===== config.mk =====
export PLATFORM = sky130hd
export DESIGN_NAME = qpsk_despreader
export DESIGN_NICKNAME = d
export VERILOG_FILES = /design/src/rtl/qpsk_despreader.sv
export SDC_FILE = /design/constraint.sdc
export NUM_CORES = 1
export LEC_CHECK = 0
export BUFFER_PORTS_ARGS = -buffer_cell sky130_fd_sc_hd__buf_2
export CAP_MARGIN = 40
export CORE_MARGIN = 2
export CORE_UTILIZATION = 58
export CTS_BUF_LIST = sky130_fd_sc_hd__clkbuf_16
export DETAILED_ROUTE_END_ITERATION = 16
export GPL_ROUTABILITY_DRIVEN = 0
export GPL_TIMING_DRIVEN = 0
export PLACE_DENSITY = 0.89
export SLEW_MARGIN = 20
export SYNTH_ARGS = -nofsm -noshare
export SYNTH_HDL_FRONTEND = slang
export SYNTH_SLANG_ARGS = --single-unit

===== constraint.sdc =====
create_clock -name i_clk -period 8.1 [get_ports i_clk]
set_clock_uncertainty 0.2 [all_clocks]
set_input_delay 0.405 -clock i_clk [delete_from_list [all_inputs] [get_ports i_clk]]
set_output_delay 0.405 -clock i_clk [all_outputs]
set_load 0.05 [all_outputs]

===== src/rtl/qpsk_despreader.sv =====
// QPSK despreader: PN-correlates SPREAD chips per bit, hard-decides, packs bits MSB-first.
// Optional `DESPREAD_METRIC_EN adds o_metric, the weakest |correlation| in the current byte.
module qpsk_despreader #(
   parameter int unsigned       SPREAD   = 24,
   parameter logic [SPREAD-1:0] PN_CODE  = 24'hB38E51,
   parameter int unsigned       SAMPLE_W = 16
) (
   input  logic                  i_clk,
   input  logic                  i_reset,
   input  logic [2*SAMPLE_W-1:0] i_data,
   input  logic                  i_valid_input,
   input  logic                  i_sof,
   output logic                  o_ready,
   output logic [7:0]            o_data,
   output logic                  o_valid_output,
   input  logic                  i_ready_output,
   output logic                  o_resync
`ifdef DESPREAD_METRIC_EN
   ,
   output logic [SAMPLE_W+$clog2(SPREAD)-1:0] o_metric
`endif
);

   localparam int unsigned ACC_W = SAMPLE_W + $clog2(SPREAD) + 1;
   localparam int unsigned NSYM  = SPREAD / 2;
   localparam int unsigned SYM_W = (NSYM > 1) ? $clog2(NSYM) : 1;
   localparam logic [SYM_W-1:0] LAST_SYM = SYM_W'(NSYM - 1);

   typedef enum logic [0:0] {StIdle, StRun} state_e;

   state_e                    state_q, state_d;
   logic signed [ACC_W-1:0]   acc_q;
   logic [SYM_W-1:0]          sym_cnt_q;
   logic [2:0]                bit_cnt_q;
   logic [6:0]                shift_q;

   logic                      accept, start, process, resync_d, completing, last_sym, dec_bit;
   logic [SYM_W-1:0]          sym_eff;
   logic [2:0]                bit_base;
   logic [6:0]                byte_base;
   logic [7:0]                byte_next;
   logic                      pn_i, pn_q;
   logic signed [SAMPLE_W-1:0] samp_i, samp_q;
   logic signed [ACC_W-1:0]   ext_i, ext_q, term_i, term_q, acc_base, acc_next;

   assign completing = (state_q == StRun) && (sym_cnt_q == LAST_SYM) && (bit_cnt_q == 3'd7);
   assign o_ready    = ~(o_valid_output & ~i_ready_output) | ~completing;

   always_comb begin
      state_d  = state_q;
      accept   = i_valid_input & o_ready;
      start    = accept & i_sof;
      process  = accept & (i_sof | (state_q == StRun));
      resync_d = start & (state_q == StRun) & ((sym_cnt_q != '0) | (bit_cnt_q != 3'd0));
      if (start) state_d = StRun;

      // A frame start restarts the bit and byte from scratch.
      sym_eff   = start ? '0 : sym_cnt_q;
      bit_base  = start ? 3'd0 : bit_cnt_q;
      byte_base = start ? 7'd0 : shift_q;
      acc_base  = start ? '0 : acc_q;

      samp_i   = i_data[2*SAMPLE_W-1:SAMPLE_W];
      samp_q   = i_data[SAMPLE_W-1:0];
      ext_i    = {{(ACC_W-SAMPLE_W){samp_i[SAMPLE_W-1]}}, samp_i};
      ext_q    = {{(ACC_W-SAMPLE_W){samp_q[SAMPLE_W-1]}}, samp_q};
      pn_i     = PN_CODE[{sym_eff, 1'b0}];
      pn_q     = PN_CODE[{sym_eff, 1'b1}];
      term_i   = pn_i ? -ext_i : ext_i;
      term_q   = pn_q ? -ext_q : ext_q;
      acc_next = acc_base + term_i + term_q;

      last_sym  = (sym_eff == LAST_SYM);
      dec_bit   = acc_next[ACC_W-1];
      byte_next = {byte_base, dec_bit};
   end

`ifdef DESPREAD_METRIC_EN
   logic [ACC_W-2:0] mag, min_q, min_d;
   logic signed [ACC_W-1:0] acc_abs;

   always_comb begin
      acc_abs = acc_next[ACC_W-1] ? -acc_next : acc_next;
      mag     = acc_abs[ACC_W-2:0];
      min_d   = ((bit_base == 3'd0) || (mag < min_q)) ? mag : min_q;
   end

   always_ff @(posedge i_clk) begin
      if (!i_reset) begin
         min_q    <= '0;
         o_metric <= '0;
      end else if (process && last_sym) begin
         min_q <= min_d;
         if (bit_base == 3'd7) o_metric <= min_d;
      end
   end
`endif

   always_ff @(posedge i_clk) begin
      if (!i_reset) begin
         state_q        <= StIdle;
         acc_q          <= '0;
         sym_cnt_q      <= '0;
         bit_cnt_q      <= 3'd0;
         shift_q        <= 7'd0;
         o_data         <= 8'h00;
         o_valid_output <= 1'b0;
         o_resync       <= 1'b0;
      end else begin
         state_q  <= state_d;
         o_resync <= resync_d;
         if (i_ready_output) o_valid_output <= 1'b0;
         if (process) begin
            if (last_sym) begin
               acc_q     <= '0;
               sym_cnt_q <= '0;
               bit_cnt_q <= bit_base + 3'd1;
               shift_q   <= byte_next[6:0];
               if (bit_base == 3'd7) begin
                  shift_q        <= 7'd0;
                  o_data         <= byte_next;
                  o_valid_output <= 1'b1;
               end
            end else begin
               acc_q     <= acc_next;
               sym_cnt_q <= sym_eff + SYM_W'(1);
               bit_cnt_q <= bit_base;
               shift_q   <= byte_base;
            end
         end
      end
   end

endmodule


==> results of run 1 <==
[registers in the layout, summed over array words and instances (netlist names)]
register and flops:
acc_q 22, bit_cnt_q 3, o_data 8, o_resync 1, o_valid_output 1, shift_q 7
state_q 1, sym_cnt_q 4
[power groups by stage]
stage	clock, W	sequential (W)	combinational, W
floorplan	0	0.000275	0.000438
global placement	0	0.000279	0.000524
detailed placement	0	0.000280	0.000552
CTS	0.000229	0.000276	0.000556
global route	0.000243	0.000279	0.000627
finish	0.000230	0.000276	0.000562
[layout make-up]
class / instances / area [µm²] / area share [%]
multi-input cells: 419 / 3097 / 64.14
flip-flops and latches: 47 / 940.9 / 19.49
repair buffers: 44 / 220.2 / 4.561
inverters: 52 / 195.2 / 4.042
clock buffers: 5 / 125.1 / 2.591
well taps: 99 / 123.9 / 2.565
plain buffers: 22 / 87.58 / 1.814
clock inverters: 3 / 38.79 / 0.8033
[cells by family after synthesis]
family / Yosys count / synth area share (%)
AO/OA/AOI/OAI: 127 / 20.30
multiplexers: 7 / 2.056
buffers and inverters: 74 / 6.545
XOR/XNOR: 47 / 9.875
flip-flops: 47 / 21.78
AND/OR/NAND/NOR: 189 / 21.43
adder cells (fa/ha/maj): 49 / 18.01
[routing by layer]
| layer | GRT usage, % | routed length (µm) | vias to the layer above |
|---|---|---|---|
| met3 | 3.088 | 575 | 25 |
| met4 | 9.231 | 208 | 0 |
| met2 | 48.37 | 5398 | 146 |
| li1 | - | - | 1961 |
| met5 | 0 | 0 | - |
| met1 | 32.70 | 4399 | 1937 |
[metrics by stage]
stage          hold WS [ns]  area (µm²)  std cells  total power (W)
2_1_floorplan        0.2249        4320        540        0.0007133
6_report             0.1919        4828        691         0.001067
3_3_place_gp         0.2357        4664        683        0.0008033
3_5_place_dp         0.2441        4664        683        0.0008325
4_1_cts              0.1932        4828        691         0.001060
5_1_grt              0.2146        4828        691         0.001149
[tightest hold or removal path, stage by stage]
cell      delay, ns
buf_2          0.08
nand2b_1       0.09
a21oi_1        0.05
[cell usage in the layout (no fill, tap or decap), drive strengths merged, types with 7 or more instances in the layout]
cell type	n
a21oi	43
a32oi	9
and2	7
and3	8
buf	46
clkbuf	25
dfxtp	47
fa	22
ha	27
inv	52
nand2	66
nand2b	7
nand3	13
nor2	48
nor3	13
o21ai	25
o31ai	8
xnor2	19
xor2	28
[worst max path at each step]
stage / startpoint / end / depth (start not counted)
2_1_floorplan: o_valid_output$_SDFF_PN0_ / acc_q[15]$_SDFFE_PN0P_ / 24
3_3_place_gp: i_ready_output / acc_q[15]$_SDFFE_PN0P_ / 25
3_5_place_dp: i_ready_output / acc_q[15]$_SDFFE_PN0P_ / 25
4_1_cts: sym_cnt_q[2]$_SDFFE_PN0P_ / acc_q[15]$_SDFFE_PN0P_ / 25
5_1_grt: sym_cnt_q[2]$_SDFFE_PN0P_ / acc_q[15]$_SDFFE_PN0P_ / 25
6_report: sym_cnt_q[2]$_SDFFE_PN0P_ / acc_q[15]$_SDFFE_PN0P_ / 25
==> results by group, run 1 <==
Logic synthesis
  • Register area share after synthesis: 21.78%
  • Yosys warns: 0
  • Yosys top cell area share: 21.78%
  • Asr flop ratio synth: 0%
  • Mapped Cells: 540
  • Synth unique cells: 66
  • Syn Nets: 626
  • Count leader, synth: nand2_1
  • EDFF count, synth: 0
  • #FFs+latches synth: 47
  • Syn avg cell area: 8.001 µm²
  • Dominant cells by area after synthesis: dfxtp_1 22%, fa_1 10%, ha_1 7.8%
  • Synth area leader: dfxtp_1
  • Cell area after synthesis: 4320 µm²
  • Synth top cells by count: 66 x nand2_1, 52 x inv_1, 48 x nor2_1
  • Most used flip-flop cell after synthesis: dfxtp_1

Clock tree
  • Postcts setup bufs: 0
  • CTS clk-pin slew, worst paths: 0.06 ns
  • CTS H-tree lvls: 2
  • # hold bufs at CTS: 0
  • CTS Buf Count: 5
  • Clk_lat worst skew: 0.29 ns
  • CTS tree: yes
  • Clk sinks: 47
  • Post_cts resized: 0
  • Root Driver: clkbuf_16
  • Clock tree buffer depth: 2

Layout
  • Final Util: 66.93%
  • Final #Nets: 677
  • Share of layout cells above drive strength 1: 12.50%
  • Diode count: 0
  • Fillcell total: 615
  • Area Overhead vs Synth: 11.76%

Setup path
  • CP Class: reg2reg
  • Reg2Reg Depth: 25
  • Cell family with most CP delay: compound AO/OA/AOI/OAI gates
  • Beginning of the worst register-to-register path: sym_cnt_q[2]$_SDFFE_PN0P_
  • FF-to-FF setup slack: 1.05 ns
  • Worst Setup End Kind: flip-flop
  • CP Buf/Inv Count: 6
  • CP required: 8.05 ns
  • Reg-to-Reg End: acc_q[15]$_SDFFE_PN0P_
  • Startpoint Class: flip-flop
  • CP max-delay cell: fa_1
  • Worst Path Max Fanout: 10
  • CP max stage delay: 0.57 ns
  • CP arrival: 7.01 ns

Drt
  • Routed via count: 4,069
  • Drc violations: 0
  • DR pass1 iterations: 5
  • Drt initial violations: 298
  • DRT antenna net count: 0
  • Wirelength per Cell: 15.31 µm
  • Final WL: 10.58 mm
  • Avg Vias per Cell: 5.889

Global route
  • Gr ovfl total: 0
  • Initial antenna violation count: 0
  • Vias in the first global route: 4,009
  • First-pass GRT wire length: 17.96 mm
  • GRT Total Usage: 26.67%
  • Pin count of the biggest net entering global routing: 15

STA
  • Final min period: 7.053 ns
  • Final setup fails: 0
  • Crit share post-route: 87.07%
  • Fmax: 141.8 MHz
  • RSZ-0062 raised after global routing: false
  • Setup TNS: 0 ns
  • PnR worst setup slack: 1.047 ns
  • Worst rel slew slack: 44.98%
  • Actual slew at the worst max-slew pin: 0.8218 ns
  • Pins Over Slew Limit: 0
  • Hold Fails Final Rpt: 0

Hold path
  • Hold Crit Endpoint: o_valid_output$_SDFF_PN0_
  • Hold Path Class: in2reg
  • Min-delay src: i_ready_output
  • Hold Path Depth: 3

Floorplan
  • Site Rows: 31
  • Die Y: 90.31 µm
  • DIE WIDTH: 90.31 µm
  • Initial core utilization: 59.89%
  • Die area: 8155 µm²
  • Area of the core: 7214 µm²
  • # IOs: 48

Outcome
  • Status: complete, no violations

Pwr
  • Power Density: 221.1 nW/µm²
  • Clock Power Share: 21.5%
  • NetSw: 0.0004239 W
  • Flop pwr share: 25.9%
  • Power share of the combinational group: 52.6%
  • Internal: 0.0006435 W
  • VDD IR-drop max: 0.1199 mV
  • Leakage: 2.136 nW
  • Switching share of power: 39.71%

Flow run
  • Max Cap Viol: 0

Placement
  • Port Buf Inserts: 44
  • Dpl ws: 1.025 ns
  • Post-DP HPWL: 8.472 mm
Power figures use the tool's default switching activity.
==> run 2: changes to the inputs <==
--- a/config.mk
+++ b/config.mk
@@ -14,6 +14,7 @@
 export GPL_ROUTABILITY_DRIVEN = 0
 export GPL_TIMING_DRIVEN = 0
 export PLACE_DENSITY = 0.89
+export REMOVE_ABC_BUFFERS = 1
 export SLEW_MARGIN = 20
 export SYNTH_ARGS = -nofsm -noshare
 export SYNTH_HDL_FRONTEND = slang
==> run 2 against run 1 <==
Clock power up 6%. Power up 1.1%. Utilization down 0.43 points. Final area down 0.65%. Final cell count down 2.3%. Critical path depth down 4. Hold slack better by 0.0068 ns. Clock-buffer cell count unchanged. Wire length down 2.0%. Sequential power about the same. Via count down 1.1%. Critical path type unchanged. Critical endpoint is now acc_q[20]$_SDFFE_PN0P_.
==> results by group, run 2 (synthesis results as in run 1) <==
Placement
  • Cells after DPL: 667 (was 683)
  • Port Buf Inserts: 47 (was 44)
  • Post-DP HPWL: 7.841 mm (was 8.472 mm)

Layout
  • Fin cells: 675 (was 691)
  • Largest Register: acc_q (unchanged)
  • Most common cell after layout, fill and taps aside: nand2_1 (unchanged)
  • Share of layout cells above drive strength 1: 13.72% (was 12.50%)
  • Diode count: 0 (unchanged)
  • Top Registers: acc_q (22), o_data (8), shift_q (7) (unchanged)
  • Final #Nets: 661 (was 677)
  • Max reg flops: 22 (unchanged)
  • Final Util: 66.49% (was 66.93%)
  • Area Overhead vs Synth: 11.03% (was 11.76%)
  • Commonest non-fill, non-tap cells in the layout: 66 x nand2_1, 52 x inv_1, 48 x nor2_1, 47 x dfxtp_1, 47 x buf_2 (was 66 x nand2_1, 52 x inv_1, 48 x nor2_1, 47 x dfxtp_1, 44 x buf_2)

Setup path
  • Reg-to-Reg End: acc_q[20]$_SDFFE_PN0P_ (was acc_q[15]$_SDFFE_PN0P_)
  • CP max stage delay: 0.62 ns (was 0.57 ns)
  • FF-to-FF setup slack: 1.47 ns (was 1.05 ns)
  • Cell family with most CP delay: compound AO/OA/AOI/OAI gates (unchanged)
  • CP Buf/Inv Count: 2 (was 6)
  • CP Class: reg2reg (unchanged)
  • Crit path cell chain: and4bb_4, a31o_4, nand2_1, inv_1, ha_1, and2_1, a21oi_1, o221ai_4, o41ai_1, xor2_1, fa_1, inv_1, ha_1, a211oi_1, o21ai_1, a211o_1, a21oi_1, a21boi_1, o221a_2, or4_1, nand3_1
  • Worst Setup End Kind: flip-flop (unchanged)
  • Worst Path Max Fanout: 51 (was 10)
  • Beginning of the worst register-to-register path: sym_cnt_q[3]$_SDFFE_PN0P_ (was sym_cnt_q[2]$_SDFFE_PN0P_)
  • CP max-delay cell: dfxtp_1 (was fa_1)
  • Startpoint Class: flip-flop (unchanged)
  • CP arrival: 6.67 ns (was 7.01 ns)
  • Reg2Reg Depth: 21 (was 25)
  • CP required: 8.14 ns (was 8.05 ns)

Clock tree
  • Postcts setup bufs: 0 (unchanged)
  • CTS clk-pin slew, worst paths: 0.07 ns (was 0.06 ns)
  • CTS H-tree lvls: 2 (unchanged)
  • # hold bufs at CTS: 0 (unchanged)
  • Clk_lat worst skew: 0.29 ns (about the same)
  • CTS Buf Count: 5 (unchanged)
  • Clk sinks: 47 (unchanged)
  • Root Driver: clkbuf_16 (unchanged)
  • CTS tree: yes (unchanged)
  • Clock tree buffer depth: 2 (unchanged)
  • Post_cts resized: 0 (unchanged)

Drt
  • Drt initial violations: 251 (was 298)
  • Wirelength per Cell: 15.36 µm (was 15.31 µm)
  • Drc violations: 0 (unchanged)
  • DRT antenna net count: 0 (unchanged)
  • DR pass1 iterations: 5 (unchanged)
  • Routed via count: 4,026 (was 4,069)
  • Final WL: 10.37 mm (was 10.58 mm)
  • Avg Vias per Cell: 5.964 (was 5.889)

Global route
  • Pin count of the biggest net entering global routing: 52 (was 15)
  • Vias in the first global route: 3,949 (was 4,009)
  • First-pass GRT wire length: 17.33 mm (was 17.96 mm)
  • GRT Total Usage: 25.47% (was 26.67%)
  • Gr ovfl total: 0 (unchanged)
  • Initial antenna violation count: 0 (unchanged)

Floorplan
  • # IOs: 48 (unchanged)
  • Site Rows: 31 (unchanged)
  • DIE WIDTH: 90.31 µm (unchanged)
  • Die Y: 90.31 µm (unchanged)
  • Die area: 8155 µm² (unchanged)
  • Area of the core: 7214 µm² (unchanged)
  • Initial core utilization: 59.89% (unchanged)

STA
  • Hold Fails Final Rpt: 0 (unchanged)
  • Worst rel slew slack: 43.52% (was 44.98%)
  • Final min period: 6.630 ns (was 7.053 ns)
  • Crit share post-route: 81.86% (was 87.07%)
  • Pins Over Slew Limit: 0 (unchanged)
  • Fmax: 150.8 MHz (was 141.8 MHz)
  • RSZ-0062 raised after global routing: false (unchanged)
  • Actual slew at the worst max-slew pin: 0.8435 ns (was 0.8218 ns)
  • Final setup fails: 0 (unchanged)
  • Setup TNS: 0 ns (unchanged)

Pwr
  • VDD IR-drop max: 0.1307 mV (was 0.1199 mV)
  • Leakage: 2.131 nW (was 2.136 nW)
  • Power Density: 225.0 nW/µm² (was 221.1 nW/µm²)

Flow run
  • Max Cap Viol: 0 (unchanged)

Outcome
  • Status: complete, no violations (unchanged)

Hold path
  • Hold Path Class: in2reg (unchanged)
  • Min-delay src: i_ready_output (unchanged)
  • Hold Path Depth: 3 (unchanged)
  • Hold Crit Endpoint: o_valid_output$_SDFF_PN0_ (unchanged)
[run 2: report_power, final]
part	internal [W]	switching (W)
clock	0.000147	0.0000972
sequential	0.000260	0.0000166
combinational	0.000239	0.000319
total	0.000646	0.000433
[run 2: per-stage QoR]
| stage | setup slack, ns | total power [W] | cell area, µm² | hold WS, ns |
|---|---|---|---|---|
| after global placement | 1.846 | 0.0007950 | 4592 | 0.2365 |
| after global routing | 1.135 | 0.001154 | 4797 | 0.2184 |
| after floorplan | 2.382 | 0.0007095 | 4233 | 0.2249 |
| after detailed placement | 1.672 | 0.0008259 | 4626 | 0.2400 |
| final | 1.470 | 0.001079 | 4797 | 0.1987 |
| after CTS | 1.557 | 0.001071 | 4797 | 0.1950 |
[run 2: final cells by class]
type                       count  area (µm²)
sequential                    47       940.9
multi-input combinational    419        3097
tap                           99       123.9
timing repair buffer          50       269.0
inverter                      52       195.2
clock buffer                   5       125.1
clock inverter                 3       46.29
fill                         594        2417
[run 2: worst max-delay path by stage]
stage,endpoint,slack (ns),from,depth (start not counted)
2_1_floorplan,acc_q[15]$_SDFFE_PN0P_,2.38,o_valid_output$_SDFF_PN0_,22
3_3_place_gp,acc_q[15]$_SDFFE_PN0P_,1.85,sym_cnt_q[3]$_SDFFE_PN0P_,21
3_5_place_dp,acc_q[15]$_SDFFE_PN0P_,1.67,sym_cnt_q[3]$_SDFFE_PN0P_,21
4_1_cts,acc_q[15]$_SDFFE_PN0P_,1.56,sym_cnt_q[3]$_SDFFE_PN0P_,21
5_1_grt,acc_q[20]$_SDFFE_PN0P_,1.14,sym_cnt_q[3]$_SDFFE_PN0P_,21
6_report,acc_q[20]$_SDFFE_PN0P_,1.47,sym_cnt_q[3]$_SDFFE_PN0P_,21
[run 2: worst register-to-register path: stages, from the launching register on]
cell and delay [ns]:
dfxtp_1 0.62, and4bb_4 0.32, a31o_4 0.55, nand2_1 0.23
inv_1 0.18, ha_1 0.32, and2_1 0.17, a21oi_1 0.10
o221ai_4 0.57, o41ai_1 0.22, xor2_1 0.20, fa_1 0.55
inv_1 0.04, ha_1 0.37, a211oi_1 0.39, o21ai_1 0.13
a211o_1 0.31, a21oi_1 0.18, a21boi_1 0.15, o221a_2 0.28
or4_1 0.41, nand3_1 0.09
[run 2: per-layer routing]
layer / vias up / track usage [%] / wire length, µm
met5: - / 0 / 0
met4: 0 / 10.00 / 223
met3: 22 / 4.424 / 519
met2: 142 / 46.24 / 5259
met1: 1934 / 29.75 / 4366
li1: 1928 / - / -
